$ cat src/rtl/spi_pkg.sv
// spi_pkg: state encoding, command codes and frame width shared by the SPI slave, RAM and wrapper
package spi_pkg;
  localparam int FRM_W = 10;
  localparam logic [1:0] CMD_WR_ADDR = 2'b00;
  localparam logic [1:0] CMD_WR_DATA = 2'b01;
  localparam logic [1:0] CMD_RD_ADDR = 2'b10;
  localparam logic [1:0] CMD_RD_DATA = 2'b11;
  typedef enum logic [2:0] {IDLE, RECV, WAIT_TX, SEND, DONE} state_t;
endpackage

$ cat src/rtl/spi_tx_shifter.sv
// spi_tx_shifter: parallel-load MSB-first PISO for the MISO path
module spi_tx_shifter #(
  parameter int W = 8
) (
  input  logic         clk,
  input  logic         rst,
  input  logic         load,
  input  logic         shift,
  input  logic [W-1:0] din,
  output logic         next_bit,
  output logic         bit_done
);
  localparam int CW = $clog2(W);
  localparam logic [CW-1:0] LAST = CW'(W - 1);
  logic [W-1:0] sh_q, sh_d;
  logic [CW-1:0] cnt_q, cnt_d;
  always_comb begin
    sh_d = load ? din : shift ? {sh_q[W-2:0], 1'b0} : sh_q;
    cnt_d = load ? '0 : shift ? cnt_q + 1'b1 : cnt_q;
  end
  // next_bit is what the registered miso takes on this edge
  assign next_bit = load ? din[W-1] : sh_q[W-2];
  assign bit_done = (cnt_q == LAST);
  always_ff @(posedge clk or posedge rst) begin
    if (rst) begin
      sh_q <= '0;
      cnt_q <= '0;
    end else begin
      sh_q <= sh_d;
      cnt_q <= cnt_d;
    end
  end
endmodule

$ cat src/rtl/spi_slave_if.sv
// spi_slave_if: SPI slave front end; MOSI frames to {cmd,data} words, RAM read data back out on MISO
module spi_slave_if
  import spi_pkg::*;
#(
  parameter int CMD_W  = 2,
  parameter int DATA_W = 8
) (
  input  logic                    clk,
  input  logic                    rst,
  input  logic                    ss_n,
  input  logic                    mosi,
  output logic                    miso,
  output logic [CMD_W+DATA_W-1:0] rx_data,
  output logic                    rx_valid,
  input  logic [DATA_W-1:0]       tx_data,
  input  logic                    tx_valid
);
  localparam int FW = CMD_W + DATA_W;
  localparam logic [3:0] LAST_BIT = 4'(FW - 1);
  state_t state_q, state_d;
  logic [3:0] bit_cnt_q, bit_cnt_d;
  logic [FW-1:0] shift_q, shift_d, rx_data_q, rx_data_d, frame;
  logic [CMD_W-1:0] cmd;
  logic rx_valid_q, rx_valid_d, rd_pend_q, rd_pend_d, miso_q, miso_d;
  logic ld, sh, nxt, done;
  assign frame = {shift_q[FW-2:0], mosi};
  assign cmd = frame[FW-1 -: CMD_W];
  spi_tx_shifter #(.W(DATA_W)) u_tx (
    .clk(clk), .rst(rst), .load(ld), .shift(sh), .din(tx_data), .next_bit(nxt), .bit_done(done)
  );
  always_comb begin
    state_d = state_q;
    bit_cnt_d = '0;
    shift_d = shift_q;
    rx_data_d = rx_data_q;
    rx_valid_d = 1'b0;
    rd_pend_d = rd_pend_q;
    miso_d = 1'b0;
    ld = 1'b0;
    sh = 1'b0;
    if (ss_n) begin
      state_d = IDLE;
      if (state_q == WAIT_TX || state_q == SEND) rd_pend_d = 1'b0;
    end else begin
      case (state_q)
        IDLE: begin
          shift_d = frame;
          bit_cnt_d = 4'd1;
          state_d = RECV;
        end
        RECV: begin
          shift_d = frame;
          bit_cnt_d = bit_cnt_q + 4'd1;
          if (bit_cnt_q == LAST_BIT) begin
            bit_cnt_d = '0;
            rx_data_d = frame;
            state_d = DONE;
            // a read-data request without a pending read address is dropped
            if (cmd == CMD_RD_DATA) begin
              if (rd_pend_q) begin
                rx_valid_d = 1'b1;
                state_d = WAIT_TX;
              end
            end else begin
              rx_valid_d = 1'b1;
              if (cmd == CMD_RD_ADDR) rd_pend_d = 1'b1;
            end
          end
        end
        WAIT_TX: if (tx_valid) begin
          ld = 1'b1;
          miso_d = nxt;
          rd_pend_d = 1'b0;
          state_d = SEND;
        end
        SEND: if (done) state_d = DONE;
        else begin
          sh = 1'b1;
          miso_d = nxt;
        end
        default: ;
      endcase
    end
  end
  always_ff @(posedge clk or posedge rst) begin
    if (rst) begin
      state_q <= IDLE;
      bit_cnt_q <= '0;
      shift_q <= '0;
      rx_data_q <= '0;
      rx_valid_q <= 1'b0;
      rd_pend_q <= 1'b0;
      miso_q <= 1'b0;
    end else begin
      state_q <= state_d;
      bit_cnt_q <= bit_cnt_d;
      shift_q <= shift_d;
      rx_data_q <= rx_data_d;
      rx_valid_q <= rx_valid_d;
      rd_pend_q <= rd_pend_d;
      miso_q <= miso_d;
    end
  end
  assign miso = miso_q;
  assign rx_data = rx_data_q;
  assign rx_valid = rx_valid_q;
endmodule

$ cat config.mk
export PLATFORM = sky130hd
export DESIGN_NAME = spi_slave_if
export DESIGN_NICKNAME = d
export VERILOG_FILES = /design/src/rtl/spi_pkg.sv /design/src/rtl/spi_tx_shifter.sv /design/src/rtl/spi_slave_if.sv
export SDC_FILE = /design/constraint.sdc
export NUM_CORES = 1
export LEC_CHECK = 0
export ABC_AREA = 0
export BUFFER_PORTS_ARGS = -buffer_cell sky130_fd_sc_hd__buf_2
export CORE_MARGIN = 2
export CORE_UTILIZATION = 25
export CTS_CLUSTER_SIZE = 20
export DETAILED_ROUTE_END_ITERATION = 8
export GPL_TIMING_DRIVEN = 0
export PLACE_DENSITY = 0.39
export SLEW_MARGIN = 40
export SYNTH_ARGS = -nofsm -noshare
export SYNTH_HDL_FRONTEND = slang
export SYNTH_SLANG_ARGS = --single-unit
$ cat constraint.sdc
create_clock -name clk -period 2.3 [get_ports clk]
set_clock_uncertainty 0.15 [all_clocks]
set_input_delay 0.46 -clock clk [delete_from_list [all_inputs] [get_ports clk]]
set_output_delay 0.46 -clock clk [all_outputs]
set_load 0.02 [all_outputs]
==> run metrics <==
crit path capture type flop; final weighted congestion in routability-driven placement 0.687; DRT Pass-1 Iters 5; Reg area 976 um2; Setup Fix Bufs, Post-CTS 0; reg2reg path depth 6; Synth Flop Type dfrtp_1; Worst Hold Class in2reg; Tightest Pin Transition 0.395 ns; H-tree levels 2; pre-CTS setup slack 0.326 ns; Arrival @ worst endpoint 1.86 ns; design area 2100 um2; Area contributors post-synth dfrtp_1 (56%), mux2_2 (12%), ha_1 (2.9%), a22o_1 (2.0%), nor3_1 (2.0%); final setup fails 0; Initial Utilization approximately 26%; Sum Neg Setup Slack 0 ns; Leak around 1.0 nW; number of diodes 0; DRT antenna net count 0; syn_nets 157; CTS sink cnt 39; Rel. slew slack 73.7%; final hold vios 0; layout cells sized above 1 between 30% and 40%; Mapped Avg Cell Area between 10 and 15 um2; WL per Instance 13.5 um; clk slew on worst S/H paths roughly 0.070 ns; Final HPWL DP 2560 um; r2r setup slk 0.49 ns; r2r startpoint u_tx.cnt_q[0]$_DFFE_PP0P_; CP Launch Type flop; vias 1,193; Max Root-Sink Buffers 2; Seq/Total Area, Yosys 56.0%; multi-input logic area 697 um2; crit share post-route between 70% and 80%; IO Count 25; Final min period 1.81 ns; largest net degree at the start of global routing 16; RSZ-0062 raised after global routing no; clk root buf clkbuf_8; crit-path max FO 10; NumNets Final around 190; status finished clean; Cells after Synth 140; number of buffers created by CTS 5; TritonCTS clock tree done; global-route wire length before repair 6020 um; die area 7660 um2; DRT Wirelength 3410 um; commonest non-fill, non-tap cell in the layout dfrtp_1; PnR worst setup slack 0.494 ns; fin. max-slew vios 0; Placed Area 2020 um2; initial antenna violation count 0; GR Overflow Total 0; fill count 705; mean number of vias per cell 4.72; Synth async-reset ratio 100%; CP startpoint u_tx.cnt_q[0]$_DFFE_PP0P_; Synth top area share 56.0%; upper clock frequency limit 554 MHz; Die Ht 87.5 um; mapped cell area around 1700 um2; DR iter-0 viols 58; #FFs+latches synth 39; number of global-route vias before repair approximately 1,300; max cap viols 0; total core area between 6000 and 7000 um2; Port Buffers 24; worst skew pair latency 0.28 ns; Req. time, crit path 2.35 ns; Critical path destination state_q[0]$_DFFE_PP0P_; reg2reg end state_q[0]$_DFFE_PP0P_; CP Class reg2reg; post_cts resized 0; YS warnings 0; residual DRC count 0; Distinct cells, synth 37; worst vdd ir 0.345 mV; Die W 87.5 um; CTS Hold Bufs 1; row count 30; dominant cell type by area after synthesis dfrtp_1; Pwr Density 624 nW/um2; Area Growth Syn to Fin 20.5%; commonest cells after routing, fill and taps aside dfrtp_1 (39), buf_2 (26), mux2_2 (18); Post-synth EDFFs 0; gr usage total roughly a tenth
-- metal layers --
layer	vias up	global-route usage, %	wire [um]
li1	571	-	-
met1	594	12.8	1520
met2	23	16.6	1650
met3	5	3.60	188
met4	0	3.36	49
met5	-	0	0
-- sequential cells by signal (all words and copies together), names as in the netlist --
signal and flops:
u_tx.cnt_q 3, rx_valid 1, shift_q 9, miso 1, u_tx.sh_q 7, bit_cnt_q 4, state_q 3, rd_pend_q 1
rx_data 10
-- synthesized netlist by cell type, types with 3 or more instances --
| master | count |
|---|---|
| o21ai_0 | 7 |
| a31oi_1 | 4 |
| mux2_2 | 18 |
| a22o_1 | 4 |
| nor2_1 | 7 |
| a21oi_1 | 3 |
| a221o_1 | 3 |
| dfrtp_1 | 39 |
| nand3_1 | 5 |
| nand2b_1 | 4 |
| inv_1 | 8 |
| nor3_1 | 7 |
| ha_1 | 4 |
-- stage by stage --
| step | hold slack, ns | util, % | total power [mW] | instances |
|---|---|---|---|---|
| CTS | 0.250 | 31.1 | 1.35 | 253 |
| global placement | 0.335 | 29.1 | 0.905 | 244 |
| floorplan | 0.316 | - | 0.865 | 140 |
| global route | 0.251 | 31.1 | 1.40 | 253 |
| detailed placement | 0.276 | 29.9 | 0.923 | 246 |
| finish | 0.258 | 31.1 | 1.31 | 253 |
-- critical path, stage by stage, from the launching register on --
cell and delay (ns):
dfrtp_1 0.39, ha_1 0.21, ha_1 0.20, clkbuf_1 0.22, nand2b_1 0.22, a21bo_2 0.21
a21oi_1 0.13
-- kinds of logic after synthesis --
group	after synthesis	synth area share [%]
AND/OR/NAND/NOR	35	12.8
AO/OA/AOI/OAI	28	11.7
buffers and inverters	14	4.02
XOR/XNOR	2	1.01
adder cells (fa/ha/maj)	4	2.87
flip-flops	39	56.0
multiplexers	18	11.6
-- how the worst min path moves through the flow --
stage                               end  depth (start not counted)                      from  slack [ns]
6_report                 miso$_DFF_PP0_                          2                tx_data[7]        0.26
4_1_cts                  miso$_DFF_PP0_                          2                tx_data[7]        0.25
2_1_floorplan  u_tx.sh_q[0]$_DFFE_PP0P_                          1  u_tx.sh_q[0]$_DFFE_PP0P_        0.32
3_5_place_dp     rx_data[0]$_DFFE_PP0P_                          2                       rst        0.28
3_3_place_gp             miso$_DFF_PP0_                          1  u_tx.sh_q[6]$_DFFE_PP0P_        0.33
5_1_grt                  miso$_DFF_PP0_                          2                tx_data[7]        0.25
-- cell type report --
class                           instances  area share [%]
Buffer                                  6            1.91
Clock buffer                            6            3.45
Inverter                                8            1.43
Multi-Input combinational cell         87            33.2
Sequential cell                        39            46.5
Tap cell                               80            4.76
Timing Repair Buffer                   27            8.81
-- report_power, final --
part | switching [mW] | internal (mW) | leakage [nW]
combinational | 0.0483 | 0.0650 | 0.457
clock | 0.204 | 0.202 | 0.0371
sequential | 0.0499 | 0.741 | 0.514
total | 0.303 | 1.01 | 1.01
No activity file was read; power rests on OpenSTA's default activity.
